[src/rtl/pump_star_delta_starter.sv]
// rtl/pump_star_delta_starter.sv - star-delta motor starter: lockout, transfer dead time, contactor feedback supervision
// Optional feature macro: STARTER_RUNHOUR_EN (accumulated DELTA run-seconds counter).
module pump_star_delta_starter #(
  parameter int CLK_HZ        = 25_000_000,
  parameter int STAR_MS       = 3000,
  parameter int TRANSFER_MS   = 50,
  parameter int MIN_OFF_MS    = 5000,
  parameter int FB_TIMEOUT_MS = 500
) (
  input  logic        clk,
  input  logic        rst,
  input  logic        pump_req,
  input  logic        fault_in,
  input  logic        run_fb_raw,
  output logic        k_main,
  output logic        k_star,
  output logic        k_delta,
  output logic        running,
  output logic        start_fail,
  output logic [31:0] run_seconds
);

  localparam int TICK_CYC = CLK_HZ / 1000;
  localparam int PW = (TICK_CYC > 1) ? $clog2(TICK_CYC) : 1;
  localparam logic [PW-1:0] PRE_MAX = PW'(TICK_CYC - 1);

  typedef enum logic [2:0] {
    S_OFF,
    S_STAR,
    S_TRANSFER,
    S_DELTA,
    S_LOCKOUT,
    S_FAIL
  } state_t;

  state_t        state;
  state_t        state_next;
  logic          fb_meta;
  logic          run_fb;
  logic [PW-1:0] prescale;
  logic          ms_tick;
  logic [31:0]   timer_ms;
  logic [31:0]   loss_ms;

  always_ff @(posedge clk or posedge rst) begin
    if (rst) begin
      fb_meta <= 1'b0;
      run_fb  <= 1'b0;
    end else begin
      fb_meta <= run_fb_raw;
      run_fb  <= fb_meta;
    end
  end

  assign ms_tick = (prescale == PRE_MAX);

  always_ff @(posedge clk or posedge rst) begin
    if (rst) begin
      prescale <= '0;
    end else if (ms_tick) begin
      prescale <= '0;
    end else begin
      prescale <= prescale + PW'(1);
    end
  end

  // True on the edge that completes the limit-th ms: counts the tick landing on this edge.
  function automatic logic reached(input logic [31:0] count, input logic tick, input int limit);
    reached = (count >= 32'(limit)) || (tick && (count >= 32'(limit - 1)));
  endfunction

  always_ff @(posedge clk or posedge rst) begin
    if (rst) begin
      timer_ms <= '0;
    end else if (state_next != state) begin
      timer_ms <= '0;
    end else if (ms_tick && (timer_ms != '1)) begin
      timer_ms <= timer_ms + 32'd1;
    end
  end

  always_ff @(posedge clk or posedge rst) begin
    if (rst) begin
      loss_ms <= '0;
    end else if ((state != S_DELTA) || run_fb) begin
      loss_ms <= '0;
    end else if (ms_tick && (loss_ms != '1)) begin
      loss_ms <= loss_ms + 32'd1;
    end
  end

  always_ff @(posedge clk or posedge rst) begin
    if (rst) begin
      state <= S_OFF;
    end else begin
      state <= state_next;
    end
  end

  always_comb begin
    state_next = state;
    if ((state != S_FAIL) && fault_in) begin
      state_next = S_FAIL;
    end else begin
      case (state)
        S_OFF: begin
          if (pump_req) state_next = S_STAR;
        end
        S_STAR: begin
          if (!pump_req) begin
            state_next = S_LOCKOUT;
          end else if (!run_fb && reached(timer_ms, ms_tick, FB_TIMEOUT_MS)) begin
            state_next = S_FAIL;
          end else if (run_fb && reached(timer_ms, ms_tick, STAR_MS)) begin
            state_next = S_TRANSFER;
          end
        end
        S_TRANSFER: begin
          if (!pump_req) begin
            state_next = S_LOCKOUT;
          end else if (reached(timer_ms, ms_tick, TRANSFER_MS)) begin
            state_next = S_DELTA;
          end
        end
        S_DELTA: begin
          if (!pump_req) begin
            state_next = S_LOCKOUT;
          end else if (!run_fb && reached(loss_ms, ms_tick, FB_TIMEOUT_MS)) begin
            state_next = S_FAIL;
          end
        end
        S_LOCKOUT: begin
          if (reached(timer_ms, ms_tick, MIN_OFF_MS)) state_next = S_OFF;
        end
        default: state_next = S_FAIL;
      endcase
    end
  end

  // Moore decode: an async rst forces S_OFF, so every coil drops without waiting for a clock.
  always_comb begin
    k_main     = 1'b0;
    k_star     = 1'b0;
    k_delta    = 1'b0;
    running    = 1'b0;
    start_fail = 1'b0;
    case (state)
      S_STAR: begin
        k_main = 1'b1;
        k_star = 1'b1;
      end
      S_TRANSFER: k_main = 1'b1;
      S_DELTA: begin
        k_main  = 1'b1;
        k_delta = 1'b1;
        running = 1'b1;
      end
      S_FAIL:  start_fail = 1'b1;
      default: ;
    endcase
  end

`ifdef STARTER_RUNHOUR_EN
  logic [9:0]  sub_ms;
  logic [31:0] seconds;

  // Sub-second residue survives stops so short runs still add up.
  always_ff @(posedge clk or posedge rst) begin
    if (rst) begin
      sub_ms  <= '0;
      seconds <= '0;
    end else if ((state == S_DELTA) && ms_tick) begin
      if (sub_ms == 10'd999) begin
        sub_ms <= '0;
        if (seconds != '1) seconds <= seconds + 32'd1;
      end else begin
        sub_ms <= sub_ms + 10'd1;
      end
    end
  end

  assign run_seconds = seconds;
`else
  assign run_seconds = 32'd0;
`endif

endmodule
[config.mk]
export PLATFORM = sky130hd
export DESIGN_NAME = pump_star_delta_starter
export DESIGN_NICKNAME = d
export VERILOG_FILES = /design/src/rtl/pump_star_delta_starter.sv
export SDC_FILE = /design/constraint.sdc
export NUM_CORES = 1
export LEC_CHECK = 0
export CAP_MARGIN = 40
export CORE_ASPECT_RATIO = 0.6
export CORE_MARGIN = 1
export CORE_UTILIZATION = 30
export CTS_CLUSTER_SIZE = 12
export DETAILED_ROUTE_END_ITERATION = 12
export REMOVE_ABC_BUFFERS = 1
export SYNTH_ARGS = -nofsm -noshare
export SYNTH_HDL_FRONTEND = slang
export SYNTH_SLANG_ARGS = --single-unit
[constraint.sdc]
create_clock -name clk -period 2.57 [get_ports clk]
set_input_delay 0.3855 -clock clk [delete_from_list [all_inputs] [get_ports clk]]
set_output_delay 0.3855 -clock clk [all_outputs]
set_load 0.05 [all_outputs]
==> reports/metrics.yaml <==
floorplan:
  die_w_um: 174
  dieArea_mm2: 0.0182
  ios: 42
  start_util: 0.308
  die_height_um: 105
  rows: 37
  core-area_mm2: 0.0172
logic_synthesis:
  netlist_area_mm2: 0.00531
  ys.flop_type: "dfrtp_1"
  ys_warn_count: 0
  synth_edf_count: 0
  synth_cell_types: 69
  ys_seq_area_frac: 0.396
  synth_seq_cells: 84
  async_flop_share: 1.00
  avgSynthCellArea_um2: 9.59
  synthCells: 553
timing:
  tightestPinTransition_ns: 0.558
  rsz0062_at_grt: "false"
  setup_viol: 0
  period_needed_ns: 2.47
  relSlewSlack: 0.625
  timing.final.hold_violations: 0
  fin_skew_ns: 0.00850
  finalSetupTns_ns: 0
  period_share: 0.960
  max_freq_ghz: 0.406
  timing.final.max_slew_violations: 0
finish:
  design_area_mm2: 0.00597
  syn_to_final_growth_pct: 12.5
  final_cell_mix: "dfrtp_1, nor2_1, xor2_1"
  final_common_cell: "dfrtp_1"
  diodes: 0
  drive_gt1_frac: 0.162
  nets: 581
  instances_no_fill: 808
place:
  dp_hpwl_um: 8310
  gp_congestion: 0.826
  dp.cells: 793
  dpl_cell_area_mm2: 0.00564
  io_buffers: 9
critical_path:
  reg2reg_slack_ns: 0.15
  critPathKind: "register to primary output"
  arrival_ns: 2.08
  start_kind: "register"
  r2r_end: "timer_ms[12]"
  reg2reg_from: "prescale[4]"
  end_kind: "primary output"
  cp_max_fo: 9
  reg2regPathDepth: 7
  crit_required_ns: 2.18
clock_tree:
  clk_pin_slew_worst_paths_ns: 0.06
  clock_latency_ns: 0.34
  root_buffer: "clkbuf_16"
  cts_num_sinks: 84
  htreeDepth: 3
  numCtsBuffers: 9
  cts_tree: "built"
  cts_buffer_depth: 2
drt:
  wl_met1_um: 6210
  drcViolationCount: 0
  wirelength_um: 11700
  ant_nets: 0
  dr.pass1.iters: 4
  routed-wl-met3_um: 570
  wl_met2_um: 4780
  dr_total_vias: 4052
  drt_iter0_markers: 283
  routedWlPerCell_um: 14.4
  via_per_inst: 5.01
  top_layer_used: "met4"
power:
  total_power_uw: 2900
  vdd_drop_max_mv: 0.288
  leakage_uw: 0.00250
  powerDensity_mw_per_mm2: 486
outcome:
  status: "finished clean"
grt:
  grt_start_max_net_pins: 85
  first_global_vias: 3765
  antenna_found_initial: 0
  grt-ovfl-total: 0
  track_usage: 0.135
  grt_first_pass_wirelength_um: 19900
hold_path:
  holdCritStartpoint: "fb_meta"
  holdPathStages: 0
  hp-class: "register to register"
  min_to: "run_fb"
run:
  maxCapViolations: 0
-- flip-flops by register name, indices dropped and copies added, names as in the netlist --
| register | cells |
|---|---|
| fb_meta | 1 |
| loss_ms | 32 |
| prescale | 15 |
| run_fb | 1 |
| state | 3 |
| timer_ms | 32 |
-- kinds of logic (layout without fill, tap and decap cells) --
family	count (synthesis)	count (layout)	synth area share
multiplexers	2	2	0.00401
flip-flops	84	84	0.396
AND/OR/NAND/NOR	271	271	0.318
buffers and inverters	71	61	0.0847
other	1	32	0.000707
adder cells (fa/ha/maj)	6	6	0.0142
AO/OA/AOI/OAI	54	54	0.0769
XOR/XNOR	64	64	0.106
-- cell type report --
type                            count  area [µm²]
Sequential cell                    84        2100
Multi-Input combinational cell    429        2900
Clock inverter                      5        85.1
Tap cell                          234         293
Clock buffer                       10         239
Fill cell                        1775       11300
Timing Repair Buffer               29         289
Inverter                           17        65.1
-- worst max-delay path by stage --
stage / start / to / slack, ns / cells after the start
2_1_floorplan: prescale[10] / timer_ms[26] / -1.31 / 5
3_5_place_dp: prescale[4] / timer_ms[7] / 0.15 / 7
4_1_cts: state[0] / start_fail / 0.06 / 3
6_report: state[0] / start_fail / 0.10 / 3
3_3_place_gp: prescale[10] / timer_ms[14] / 0.15 / 7
5_1_grt: state[0] / start_fail / 0.002 / 3
-- per-stage QoR --
step / utilization / worst slack, ns / hold slack, ns
2_1_floorplan: - / -1.31 / 0.331
3_3_place_gp: 0.328 / 0.155 / 0.339
3_5_place_dp: 0.328 / 0.153 / 0.350
4_1_cts: 0.346 / 0.0579 / 0.364
5_1_grt: 0.347 / 0.00170 / 0.381
6_report: 0.347 / 0.104 / 0.365
-- layer usage --
metal | vias up | track usage
met5 | - | 0
met4 | 0 | 0.0370
met3 | 7 | 0.0331
met2 | 99 | 0.184
met1 | 2007 | 0.208
li1 | 1939 | -
-- timing repair --
item,4_1_cts,5_1_grt
hold buffers,0,0
setup buffers,0,0
resized for setup,1,1
setup endpoints to repair,1,28
-- report_power, final --
part	switching (µW)	total, µW	internal [µW]
registers	1.76	1330	1320
logic	136	148	11.8
clock network	548	1430	878
total	686	2900	2210
-- cells in the mapped netlist, types with 5 or more instances --
master    number  area (µm²)
dfrtp_1       84        2100
nor2_1        57         214
xor2_1        36         315
buf_4         34         255
nor3_2        31         310
nand3_1       30         150
xnor2_1       28         245
nand2_1       27         101
nand4_1       26         163
and3_1        19         119
nor3_1        18        90.1
inv_1         17        63.8
a21oi_1       11        55.1
nor4_1        11        68.8
o21ai_0        9        45.0
and2_1         8        50.1
and4_1         8        70.1
buf_2          8        40.0
or3_1          7        43.8
buf_6          6        67.6
clkbuf_1       6        22.5
ha_1           6        75.1
nor2b_1        5        31.3
-- critical path, stage by stage (launching register included) --
cell             delay [ns]
dfrtp_1                0.49
nand2b_1               0.19
nor2_1                 0.22
clkdlybuf4s50_1        0.84
Power figures use the tool's default switching activity.
